--- config.mk ---
export PLATFORM = sky130hd
export DESIGN_NAME = span_writer_flat
export DESIGN_NICKNAME = d
export VERILOG_FILES = /design/src/rtl/span_writer_if.sv /design/src/rtl/span_writer.sv /design/src/flat_wrapper.sv
export SDC_FILE = /design/constraint.sdc
export NUM_CORES = 1
export LEC_CHECK = 0
export ABC_AREA = 0
export BUFFER_PORTS_ARGS = -buffer_cell sky130_fd_sc_hd__buf_2
export CAP_MARGIN = 20
export CORE_AREA = 2 2 130 132
export DETAILED_ROUTE_END_ITERATION = 8
export DIE_AREA = 0 0 132 134
export PLACE_DENSITY_LB_ADDON = 0.2
export SLEW_MARGIN = 30
export SYNTH_ARGS = -nofsm -noshare
export SYNTH_HDL_FRONTEND = slang
export SYNTH_SLANG_ARGS = --single-unit
--- constraint.sdc ---
create_clock -name clk_draw -period 3.2 [get_ports clk_draw]
set_clock_uncertainty 0.15 [all_clocks]
set_input_delay 0.16 -clock clk_draw [delete_from_list [all_inputs] [get_ports clk_draw]]
set_output_delay 0.16 -clock clk_draw [all_outputs]
set_load 0.01 [all_outputs]
--- src/rtl/span_writer_if.sv ---
// Span command handshake plus the off-screen word-write bus of span_writer.
interface span_writer_if;
  logic         span_valid;
  logic         span_ready;
  logic [10:0]  span_x;
  logic [11:0]  span_len;
  logic [7:0]   span_colour;
  logic [6:0]   addr_off_draw;
  logic [15:0]  we_off_draw;
  logic [127:0] colour_off_draw;

  modport master (
    output span_valid, span_x, span_len, span_colour,
    input  span_ready, addr_off_draw, we_off_draw, colour_off_draw
  );

  modport slave (
    input  span_valid, span_x, span_len, span_colour,
    output span_ready, addr_off_draw, we_off_draw, colour_off_draw
  );
endinterface

--- src/rtl/span_writer.sv ---
// Draw-domain span rasteriser into 16-pixel words with a per-line on-screen clear engine.
// The clear engine is only built when SPAN_WRITER_CLEAR_EN is defined.
module span_writer (
  input  logic          clk_draw,
  input  logic          rst_n,
  input  logic          line_start,
  output logic          buffsel_draw,
  span_writer_if.slave  sif,
  input  logic          clear_adv,
  input  logic [7:0]    bg_colour,
  output logic [6:0]    addr_on_draw,
  output logic          we_on_draw,
  output logic [127:0]  colour_on_draw,
  output logic          busy
);

  typedef enum logic [0:0] {ST_IDLE = 1'b0, ST_RUN = 1'b1} state_t;

  state_t        state_q, state_d;
  logic          span_ready_q, span_ready_d;
  logic          busy_q, busy_d;
  logic          buffsel_q, buffsel_d;
  logic [10:0]   s_q, s_d;
  logic [10:0]   e_q, e_d;
  logic [6:0]    cur_q, cur_d;
  logic [7:0]    colour_q, colour_d;
  logic [6:0]    addr_off_q, addr_off_d;
  logic [15:0]   we_off_q, we_off_d;
  logic [127:0]  colour_off_q, colour_off_d;

  logic          accept_s;
  logic          last_s;
  logic [12:0]   end_full_s;
  logic [3:0]    lo_s, hi_s;

  function automatic logic [15:0] span_mask(input logic [3:0] lo, input logic [3:0] hi);
    logic [15:0] m;
    m = 16'h0000;
    for (int i = 0; i < 16; i++) begin
      if ((i >= int'(lo)) && (i <= int'(hi))) m[i] = 1'b1;
      else                                    m[i] = 1'b0;
    end
    return m;
  endfunction

  // Span FSM next state, latched span fields and the next off-screen write.
  always_comb begin
    accept_s     = sif.span_valid && span_ready_q && !line_start;
    // 13-bit sum so a long span clips at pixel 2047 instead of wrapping
    end_full_s   = {2'b00, sif.span_x} + {1'b0, sif.span_len} - 13'd1;
    last_s       = (cur_q == e_q[10:4]);
    lo_s         = (cur_q == s_q[10:4]) ? s_q[3:0] : 4'd0;
    hi_s         = last_s ? e_q[3:0] : 4'd15;
    state_d      = state_q;
    s_d          = s_q;
    e_d          = e_q;
    cur_d        = cur_q;
    colour_d     = colour_q;
    addr_off_d   = addr_off_q;
    we_off_d     = 16'h0000;
    colour_off_d = colour_off_q;
    buffsel_d    = buffsel_q;
    if (line_start) begin
      buffsel_d = ~buffsel_q;
      state_d   = ST_IDLE;
    end else begin
      case (state_q)
        ST_IDLE: begin
          if (accept_s && (sif.span_len != 12'd0)) begin
            state_d  = ST_RUN;
            s_d      = sif.span_x;
            e_d      = (end_full_s > 13'd2047) ? 11'h7FF : end_full_s[10:0];
            cur_d    = sif.span_x[10:4];
            colour_d = sif.span_colour;
          end else begin
            state_d = ST_IDLE;
          end
        end
        ST_RUN: begin
          addr_off_d   = cur_q;
          we_off_d     = span_mask(lo_s, hi_s);
          colour_off_d = {16{colour_q}};
          cur_d        = cur_q + 7'd1;
          if (last_s) state_d = ST_IDLE;
          else        state_d = ST_RUN;
        end
        default: state_d = ST_IDLE;
      endcase
    end
    span_ready_d = (state_d == ST_IDLE);
    busy_d       = (state_d == ST_RUN);
  end

  // Span engine state and registered outputs.
  always_ff @(posedge clk_draw) begin
    if (!rst_n) begin
      state_q      <= ST_IDLE;
      span_ready_q <= 1'b0;
      busy_q       <= 1'b0;
      buffsel_q    <= 1'b0;
      s_q          <= 11'd0;
      e_q          <= 11'd0;
      cur_q        <= 7'd0;
      colour_q     <= 8'd0;
      addr_off_q   <= 7'd0;
      we_off_q     <= 16'h0000;
      colour_off_q <= 128'd0;
    end else begin
      state_q      <= state_d;
      span_ready_q <= span_ready_d;
      busy_q       <= busy_d;
      buffsel_q    <= buffsel_d;
      s_q          <= s_d;
      e_q          <= e_d;
      cur_q        <= cur_d;
      colour_q     <= colour_d;
      addr_off_q   <= addr_off_d;
      we_off_q     <= we_off_d;
      colour_off_q <= colour_off_d;
    end
  end

  assign sif.span_ready      = span_ready_q;
  assign sif.addr_off_draw   = addr_off_q;
  assign sif.we_off_draw     = we_off_q;
  assign sif.colour_off_draw = colour_off_q;
  assign busy                = busy_q;
  assign buffsel_draw        = buffsel_q;

`ifdef SPAN_WRITER_CLEAR_EN
  logic          armed_q, armed_d;
  logic [6:0]    ptr_q, ptr_d;
  logic          we_on_q, we_on_d;
  logic [6:0]    addr_on_q, addr_on_d;
  logic [127:0]  colour_on_q, colour_on_d;

  // Clear engine: line_start re-arms from word 0, each armed clear_adv writes one word.
  always_comb begin
    armed_d     = armed_q;
    ptr_d       = ptr_q;
    we_on_d     = 1'b0;
    addr_on_d   = addr_on_q;
    colour_on_d = colour_on_q;
    if (line_start) begin
      ptr_d   = 7'd0;
      armed_d = 1'b1;
    end else if (clear_adv && armed_q) begin
      we_on_d     = 1'b1;
      addr_on_d   = ptr_q;
      colour_on_d = {16{bg_colour}};
      ptr_d       = ptr_q + 7'd1;
      if (ptr_q == 7'd127) armed_d = 1'b0;
      else                 armed_d = 1'b1;
    end else begin
      armed_d = armed_q;
    end
  end

  // Clear engine registers.
  always_ff @(posedge clk_draw) begin
    if (!rst_n) begin
      armed_q     <= 1'b0;
      ptr_q       <= 7'd0;
      we_on_q     <= 1'b0;
      addr_on_q   <= 7'd0;
      colour_on_q <= 128'd0;
    end else begin
      armed_q     <= armed_d;
      ptr_q       <= ptr_d;
      we_on_q     <= we_on_d;
      addr_on_q   <= addr_on_d;
      colour_on_q <= colour_on_d;
    end
  end

  assign we_on_draw     = we_on_q;
  assign addr_on_draw   = addr_on_q;
  assign colour_on_draw = colour_on_q;
`else
  logic unused_clear_s;
  assign unused_clear_s = ^{clear_adv, bg_colour};
  assign we_on_draw     = 1'b0;
  assign addr_on_draw   = 7'd0;
  assign colour_on_draw = 128'd0;
`endif

endmodule

--- src/flat_wrapper.sv ---
// flat-port wrapper written by rule: the top's interface ports become plain ports
module span_writer_flat 
  (clk_draw, rst_n, line_start, buffsel_draw, clear_adv, bg_colour, addr_on_draw, we_on_draw, colour_on_draw, busy, sif_span_valid, sif_span_x, sif_span_len, sif_span_colour, sif_span_ready, sif_addr_off_draw, sif_we_off_draw, sif_colour_off_draw);
  span_writer_if sif_i ();
  input  logic clk_draw;
  input  logic rst_n;
  input  logic line_start;
  output logic buffsel_draw;
  input  logic clear_adv;
  input  logic [7:0] bg_colour;
  output logic [6:0] addr_on_draw;
  output logic we_on_draw;
  output logic [127:0] colour_on_draw;
  output logic busy;
  input wire logic [$bits(sif_i.span_valid)-1:0] sif_span_valid;
  input wire logic [$bits(sif_i.span_x)-1:0] sif_span_x;
  input wire logic [$bits(sif_i.span_len)-1:0] sif_span_len;
  input wire logic [$bits(sif_i.span_colour)-1:0] sif_span_colour;
  output wire logic [$bits(sif_i.span_ready)-1:0] sif_span_ready;
  output wire logic [$bits(sif_i.addr_off_draw)-1:0] sif_addr_off_draw;
  output wire logic [$bits(sif_i.we_off_draw)-1:0] sif_we_off_draw;
  output wire logic [$bits(sif_i.colour_off_draw)-1:0] sif_colour_off_draw;
  assign sif_i.span_valid = sif_span_valid;
  assign sif_i.span_x = sif_span_x;
  assign sif_i.span_len = sif_span_len;
  assign sif_i.span_colour = sif_span_colour;
  assign sif_span_ready = sif_i.span_ready;
  assign sif_addr_off_draw = sif_i.addr_off_draw;
  assign sif_we_off_draw = sif_i.we_off_draw;
  assign sif_colour_off_draw = sif_i.colour_off_draw;
  span_writer u_core (.clk_draw(clk_draw), .rst_n(rst_n), .line_start(line_start), .buffsel_draw(buffsel_draw), .sif(sif_i), .clear_adv(clear_adv), .bg_colour(bg_colour), .addr_on_draw(addr_on_draw), .we_on_draw(we_on_draw), .colour_on_draw(colour_on_draw), .busy(busy));
endmodule
# Word level (Yosys, flattened, before mapping)
# Index checks and enable logic that the tools add are counted.
# word_totals
reg_bits	191
input_bits	44
out_inout_bits	290
# classes
addsub	3
n_lt_le_gt_ge	31
n_eq_ne	3
mux	25
bitwise_logic	5
n_reduce_logical	23
# op_table
operator	n
<= comparator 4 bit (first input constant)	8
>= comparator 4 bit (first input constant)	7
two-way mux 1 bit	19
logical AND 1 bit	17
>= comparator 3 x 4 -> 1 bit (first input constant)	4
<= comparator 3 x 4 -> 1 bit (first input constant)	4
== test 7 bit	2
case mux 7 bit (2 select lines)	1
adder 11 x 12 -> 13 bit	1
greater-than comparator 13 x 11 -> 1 bit (second input constant)	1
subtractor 13 x 1 -> 13 bit (second input constant)	1
nonzero test 12 bit	1
two-way mux 11 bit	1
>= comparator 1 x 4 -> 1 bit (first input constant)	2
>= comparator 2 x 4 -> 1 bit (first input constant)	2
<= comparator 2 x 4 -> 1 bit (first input constant)	2
two-way mux 4 bit	2
adder 7 x 1 -> 7 bit (second input constant)	1
two-way mux 7 bit	1
inverter 1 bit	5
<= comparator 1 x 4 -> 1 bit (first input constant)	1
AND reduction 2 bit	2
AND reduction 3 bit	1
OR reduction 3 bit	1
3 further kinds	3

# Logic depth before layout (Yosys ltp)
# Gate-level depths: netlist of the first run.
# depth
word_depth	7
mapped_depth	12

# Least setup slack after synthesis of the first run
# Ideal clock, no wire load.
# synth_timing
path_kind	input-to-reg
startpoint	in sif_span_len[1]
endpoint	reg u_core.e_q[8]
setup_ps	133
t_arrival_ps	2206
required_ps	2917
setup_slack_ps	712
cell_stages	12
cell_sequence	inv_1 ha_1 inv_1 ha_1 inv_1 fa_1 nand2b_1 a21oi_1 a211o_1 a22oi_1 a211oi_4 o22ai_2
# synth_between
elab_chain_cells	4
elab_cells_between_ends	7
cone_classes	2 x add/sub; 1 x order compare; 1 x mux; 3 x reduce/logical
# synth_rtl
element	line_no	text
start, declared	flat_wrapper.sv:17	input wire logic [$bits(sif_i.span_len)-1:0] sif_span_len;
adder 11 x 12 -> 13 bit	span_writer.sv:50	end_full_s = {2'b00, sif.span_x} + {1'b0, sif.span_len} - 13'd1;
subtractor 13 x 1 -> 13 bit	span_writer.sv:50	
greater-than comparator 13 x 11 -> 1 bit	span_writer.sv:72	e_d = (end_full_s > 13'd2047) ? 11'h7FF : end_full_s[10:0];
two-way mux 11 bit	span_writer.sv:72	
end signal, assigned	span_writer.sv:102	e_q <= 11'd0;
end signal, assigned	span_writer.sv:114	e_q <= e_d;
end, declared	span_writer.sv:24	logic [10:0] e_q, e_d;
# Parallel ways exist; a longest one is shown, timed or not.
# A chain may end at the register's enable or synchronous reset.

# Worst setup path in the final report of the first run
# layout_timing
startpoint	in sif_span_x[1]
endpoint	reg u_core.e_q[8]
# layout_between
elab_chain_cells	4
# layout_rtl
element	line_no	text
start, declared	flat_wrapper.sv:16	input wire logic [$bits(sif_i.span_x)-1:0] sif_span_x;
adder 11 x 12 -> 13 bit (*)	span_writer.sv:50	
subtractor 13 x 1 -> 13 bit (*)	span_writer.sv:50	
greater-than comparator 13 x 11 -> 1 bit	span_writer.sv:72	
two-way mux 11 bit (*)	span_writer.sv:72	
# Mark *: on every way between the ends. The rest lies on a longest branch, timed or not.

==> results_dict.tcl, run 1 <==
set metrics [dict create \
    status "finished clean" \
    power.leakage_nw 3.234 \
    setup-tns-final_ps 0 \
    ys_warn_count 0 \
    diodes 0 \
    crit_path_start_kind "input port" \
    crit_start "sif_span_x[1]" \
    nNetsFinal 878 \
    synthToLayoutAreaGrowth_pct 4.254 \
    core_area_mm2 0.01629 \
    power.total_mw 2.436 \
    fin_crit_sh_pct 92.96 \
    die_area_mm2 0.01769 \
    r2r_slack_ps 1010 \
    muxShareOfSynthArea_pct 0.1754 \
    fillCellCount 1770 \
    hold_path.class "in -> reg" \
    ant_nets 0 \
    required_ps 3310 \
    synth_seq_cells 71 \
    fp.dieW_um 132 \
    ctsLongestPathBuffers 2 \
    hold_viol 0 \
    hold_end "u_core.e_q[0]" \
    grt_pass1_wl_um 18170 \
    cts_made_buffers 9 \
    synth_enable_flop_cells 0 \
    cp_cell_sequence "dlygate4sd3_1 > buf_2 > inv_1 > ha_1 > inv_1 > ha_1 > inv_1 > fa_1 > nand2b_1 > a21oi_1 > o21ai_0 > a22oi_1 > a211oi_4 > buf_12 > o22ai_2" \
    cts_root_buffer "clkbuf_16" \
    cpPeakStageDelay_ps 530 \
    irDropWorstVdd_uv 232.4 \
    cts_sinks 71 \
    finalMaxSlewViolations 0 \
    place_congestion 0.7963 \
    drive_gt1_share_pct 27.03 \
    die_h_um 134 \
    yosysTopAreaCell "buf_4" \
    synthFlopType "dfxtp_1" \
    cap_violations 0 \
    wl_per_cell_um 11.79 \
    layout_common_cells "buf_2, conb_1, nand2_1" \
    gr-total-overflow 0 \
    grtUsageTotal_pct 12.75 \
    hpwl_um 9427 \
    layout_commonest_cell "buf_2" \
    fin_crit_ps 2975 \
    ys_seq_area_share_pct 24.91 \
    grt_max_degree 56 \
    critPathKind "in -> reg" \
    crit_top_cell "inv_1" \
    tightest_slew_ps 769.8 \
    worstHoldStart "sif_span_len[0]" \
    synth_xor_xnor_area_share_pct 3.224 \
    setup_viol 0 \
    synth_area_leaders "buf_4, dfxtp_1, nand2_1" \
    p_per_area_mw_per_mm2 409.6 \
    port_buffers 188 \
    cp-end-kind "flip-flop" \
    rr_endpoint "u_core.e_q[8]" \
    rsz0062_at_grt "false" \
    slowest_stage "dlygate4sd3_1" \
    drtPass1Iterations 4 \
    rows 47 \
    start_util_pct 35.03 \
    num_vias 4200 \
    slew_headroom_pct 48.49 \
    viasPerCell 4.062 \
    synth-adder-area-share_pct 5.395 \
    arrival_ps 3080 \
    whs_path_depth 4 \
    synth-simple-area-share_pct 11.62 \
    worstReg2RegStart "u_core.sif.span_ready" \
    synth.distinct_cells 54 \
    rr_worst_depth 6 \
    synth_top_family_by_area "buffers and inverters" \
    postSynthCellCount 730 \
    drt_iter0_drc 202 \
    drc 0 \
    grt_pass1_vias 3514 \
    syn_avg_cell_area_um2 7.816 \
    async_reset_ff_share_pct 0 \
    io_pins 334 \
    htree_levels 3 \
    fmax_mhz 336.2 \
    synth_compound_area_share_pct 15.29 \
    antenna_found_initial 0 \
    yosysTopAreaCellShare_pct 34.21 \
    worstPathMaxFanout 10 \
    clk-insertion-delay-late_ps 330 \
    cts_tree "yes" \
    path_clk_slew_ps 60 \
    synth.cell_area_mm2 0.005705 \
    drt_wl_total_um 12190 \
    ctsResizeCount 0 \
]
==> registers in the layout, summed over array words and instances, names as in the netlist <==
register	count
u_core.colour_q	8
u_core.e_q	11
u_core.sif.colour_off_draw	8
u_core.state_q	1
u_core.sif.addr_off_draw	7
u_core.cur_q	7
u_core.s_q	11
u_core.buffsel_draw	1
u_core.sif.span_ready	1
u_core.sif.we_off_draw	16
==> power by group <==
part / switching, mW / internal, mW
logic: 0.313 / 0.176
clock network: 0.386 / 0.620
registers: 0.0283 / 0.913
total: 0.727 / 1.71
==> worst max path at each step <==
stage,endpoint,slack [ps],cells after the start
floorplan,u_core.e_q[8],710,12
global placement,u_core.e_q[8],310,13
detailed placement,u_core.e_q[8],300,13
CTS,u_core.e_q[8],90,14
global route,u_core.e_q[8],20,15
finish,u_core.e_q[8],230,15
==> cells by family (layout without fill, tap and decap cells) <==
logic type,count (synthesis),in the layout
DFF,71,71
xor gates and xnor gates,21,21
adders and majority gates,24,24
AOI/OAI and AO/OA,127,127
other,1,136
buffers and inverters,336,285
and+or+nand+nor,149,149
muxes,1,1
==> cells in the mapped netlist (8+ instances only) <==
| cell | n |
|---|---|
| nand2_1 | 82 |
| inv_1 | 55 |
| nor2_1 | 24 |
| clkbuf_1 | 15 |
| a21boi_0 | 33 |
| o21ai_0 | 24 |
| dfxtp_1 | 71 |
| buf_4 | 260 |
| xnor2_1 | 14 |
| and2_1 | 8 |
| ha_1 | 23 |
| a21oi_1 | 28 |
==> cell type report <==
cell class / instances / area, µm² / area share, %
multi-input combinational: 458 / 2547 / 42.83
sequential: 71 / 1421 / 23.90
inverter: 56 / 210.2 / 3.534
tap: 220 / 275.3 / 4.628
clock buffer: 10 / 239.0 / 4.018
clock inverter: 5 / 58.81 / 0.9886
timing repair buffer: 214 / 1196 / 20.11
==> metrics by stage <==
stage	setup WS [ps]	std cells	util, %	instance area [µm²]	hold WS [ps]
floorplan	711.8	865	-	6212	144.8
global placement	307.6	999	33.40	5440	259.9
detailed placement	295.0	999	33.40	5440	266.4
CTS	91.85	1033	36.39	5928	73.49
global route	18.49	1034	36.52	5948	96.58
finish	225.2	1034	36.52	5948	75.84
==> what timing repair did <==
action	in CTS	in global routing
hold buffers	19	0
setup endpoints to repair	0	10
endpoints found under the hold margin	19	0
buffers inserted	0	1
==> critical path: cells and delay by family <==
family / cells / cell delay, ps
simple gates: 1 / 180
fa+ha+maj: 3 / 810
compound gates: 5 / 950
buf+inv: 6 / 990
==> per-layer routing <==
| layer | wire length (µm) | GRT usage, % |
|---|---|---|
| met5 | 0 | 0 |
| met4 | 167 | 4.710 |
| met3 | 516 | 1.172 |
| met2 | 5951 | 21.76 |
| met1 | 5551 | 16.78 |
No activity file was read; power rests on OpenSTA's default activity.
==> run 2: changes to the inputs <==
Settings changed: ABC_AREA 0 to 1, CORE_AREA 2 2 130 132 to 2 2 129 131, DIE_AREA 0 0 132 134 to 0 0 131 133.
==> run 2 against run 1 <==
  * The flow now finishes with violations (hold timing)
  * Area after synthesis up 5.7%
  * Non-clock buffer count shrank 6
  * Sequential cell count stayed put
  * Core utilization rose by 2.1 points
  * Setup slack improved by 460 ps
  * Cell count is 14% higher
  * Clock power barely moved
  * Worst hold slack got worse by 80 ps
  * Critical endpoint is now u_core.e_q[4]
==> results_dict.tcl, run 2 <==
set metrics [dict create \
    fin_crit_sh_pct 78.71 \
    cts_sinks 71 \
    worstPathMaxFanout 6 \
    dp_slack_ps 839.8 \
    hold_viol 1 \
    crit_top_cell "inv_1" \
    grt_pass1_wl_um 19310 \
    finalMaxSlewViolations 0 \
    yosysTopAreaCellShare_pct 32.38 \
    synth_area_leaders "buf_4, dfxtp_1, nand2_1" \
    yosysTopAreaCell "buf_4" \
    grt_max_degree 39 \
    cp_cell_sequence "dlygate4sd3_1 > buf_2 > inv_1 > ha_1 > inv_1 > ha_1 > inv_1 > fa_1 > inv_1 > nand3_1 > nand3_1 > nand2_1 > nand2_1 > nand4_1 > nand2_1 > inv_1" \
    async_reset_ff_share_pct 0 \
    fmax_mhz 397.0 \
    status "finished, violations left" \
    ys_seq_area_share_pct 23.58 \
    ctsLongestPathBuffers 2 \
    crit_path_start_kind "input port" \
    setup-tns-final_ps 0 \
    nNetsFinal 1019 \
    slew_headroom_pct 51.02 \
    viasPerCell 4.029 \
    clk-insertion-delay-late_ps 340 \
    ant_nets 0 \
    rows 47 \
    fin_crit_ps 2519 \
    drc 0 \
    hold_path.class "in -> reg" \
    grt_pass1_vias 3931 \
    synth_seq_cells 71 \
    slowest_stage "dlygate4sd3_1" \
    cts_tree "yes" \
    hpwl_um 10040 \
    cts_root_buffer "clkbuf_16" \
    wl_per_cell_um 10.82 \
    required_ps 3280 \
    final_util_pct 38.62 \
    io_pins 334 \
    path_clk_slew_ps 60 \
    postSynthCellCount 869 \
    port_buffers 188 \
    cts_setup_buffers 0 \
    p_per_area_mw_per_mm2 426.0 \
    grtUsageTotal_pct 14.07 \
    syn_avg_cell_area_um2 6.937 \
    setup_ws_ps 681.3 \
    cp-end-kind "flip-flop" \
    die_h_um 133 \
    arrival_ps 2600 \
    htree_levels 3 \
    drt_wl_total_um 12720 \
    cap_violations 0 \
    synthToLayoutAreaGrowth_pct 3.611 \
    place_congestion 0.8309 \
    crit_family "buffers and inverters" \
    rsz0062_at_grt "false" \
    power.leakage_nw 3.658 \
    synth.cell_area_mm2 0.006028 \
    fp.dieW_um 131 \
    die_area_mm2 0.01742 \
    start_util_pct 37.28 \
    largest_reg_flops 16 \
    cts_made_buffers 9 \
    failed_checks "hold timing" \
    synthFlopType "dfxtp_1" \
    crit_cells 16 \
    hold_ws_ps -3.921 \
    path_buf_inv 7 \
    rr_worst_depth 8 \
    ys_warn_count 0 \
    diodes 0 \
    ctsResizeCount 0 \
    whs_path_depth 3 \
    core_area_mm2 0.01617 \
    drtPass1Iterations 6 \
    setup_viol 0 \
    cts_hold_buffers 17 \
    synth_enable_flop_cells 0 \
    tightest_slew_ps 733.9 \
    critPathKind "in -> reg" \
    drive_gt1_share_pct 25.52 \
    layout_common_cells "buf_2, conb_1, nand2_1" \
    irDropWorstVdd_uv 182.4 \
    synth.distinct_cells 33 \
    antenna_found_initial 0 \
    drt_iter0_drc 176 \
    layout_commonest_cell "buf_2" \
    gr-total-overflow 0 \
    power.total_mw 2.661 \
    synth_common_cells "buf_4, nand2_1, inv_1, dfxtp_1, nor2_1" \
    synthMostInstantiatedCell "buf_4" \
    num_vias 4738 \
    cpPeakStageDelay_ps 520 \
]
run 2: cell count changes in the layout (fill, tap and decap cells not counted), sizes merged, moves of 23 or more:
cell / before / now
a21oi: 29 / 55
o21ai: 25 / 48
nor2: 25 / 76
a21boi: 34 / 0
nand2: 82 / 142
inv: 56 / 117
run 2: final timing paths:
check,startpoint,endpoint,slack [ps]
setup / recovery,sif_span_x[1],u_core.e_q[4],680
hold / removal,sif_span_x[0],u_core.s_q[0],-4
setup reg to reg,u_core.state_q,u_core.cur_q[1],1020
hold reg to reg,u_core.colour_q[5],u_core.sif.colour_off_draw[125],310
run 2: final cells by class:
| type | instances | area [µm²] |
|---|---|---|
| Clock buffer | 10 | 239.0 |
| Clock inverter | 6 | 72.57 |
| Fill cell | 1809 | 9926 |
| Inverter | 114 | 430.4 |
| Multi-Input combinational cell | 547 | 2674 |
| Sequential cell | 71 | 1421 |
| Tap cell | 220 | 275.3 |
| Timing Repair Buffer | 208 | 1134 |
run 2: power breakdown:
part / internal, mW / leakage (nW) / switching [mW]
logic: 0.223 / 2.93 / 0.450
clock network: 0.635 / 0.151 / 0.399
registers: 0.920 / 0.577 / 0.0350
run 2: tightest hold or removal path, delay by kind of cell:
family | cells | cell delay, ps
AO/OA/AOI/OAI | 2 | 190
buffers and inverters | 1 | 100
run 2: per-layer routing:
metal	share of wire, %	vias to the layer above	track usage (%)
met5	0	-	0
met3	5.3	7	1.658
li1	-	2475	-
met4	0.90	0	4.255
met1	44	2069	17.98
met2	49	187	24.53
run 2: cells by family (layout without fill, tap and decap cells):
logic type                 count (synthesis)  after routing  synth area share (%)
adders and majority gates                 24             24                 5.106
buffers and inverters                    386            338                 40.47
other                                      1            136               0.06221
and+or+nand+nor                          265            265                 19.51
xor gates and xnor gates                  13             13                 1.889
AOI/OAI and AO/OA                        109            109                 9.382
DFF                                       71             71                 23.58
run 2: per-stage QoR:
stage          instances  instance area (µm²)
4_1_cts             1176                 6246
2_1_floorplan       1004                 6535
3_5_place_dp        1143                 5764
5_1_grt             1176                 6246
3_3_place_gp        1143                 5764
6_report            1176                 6246
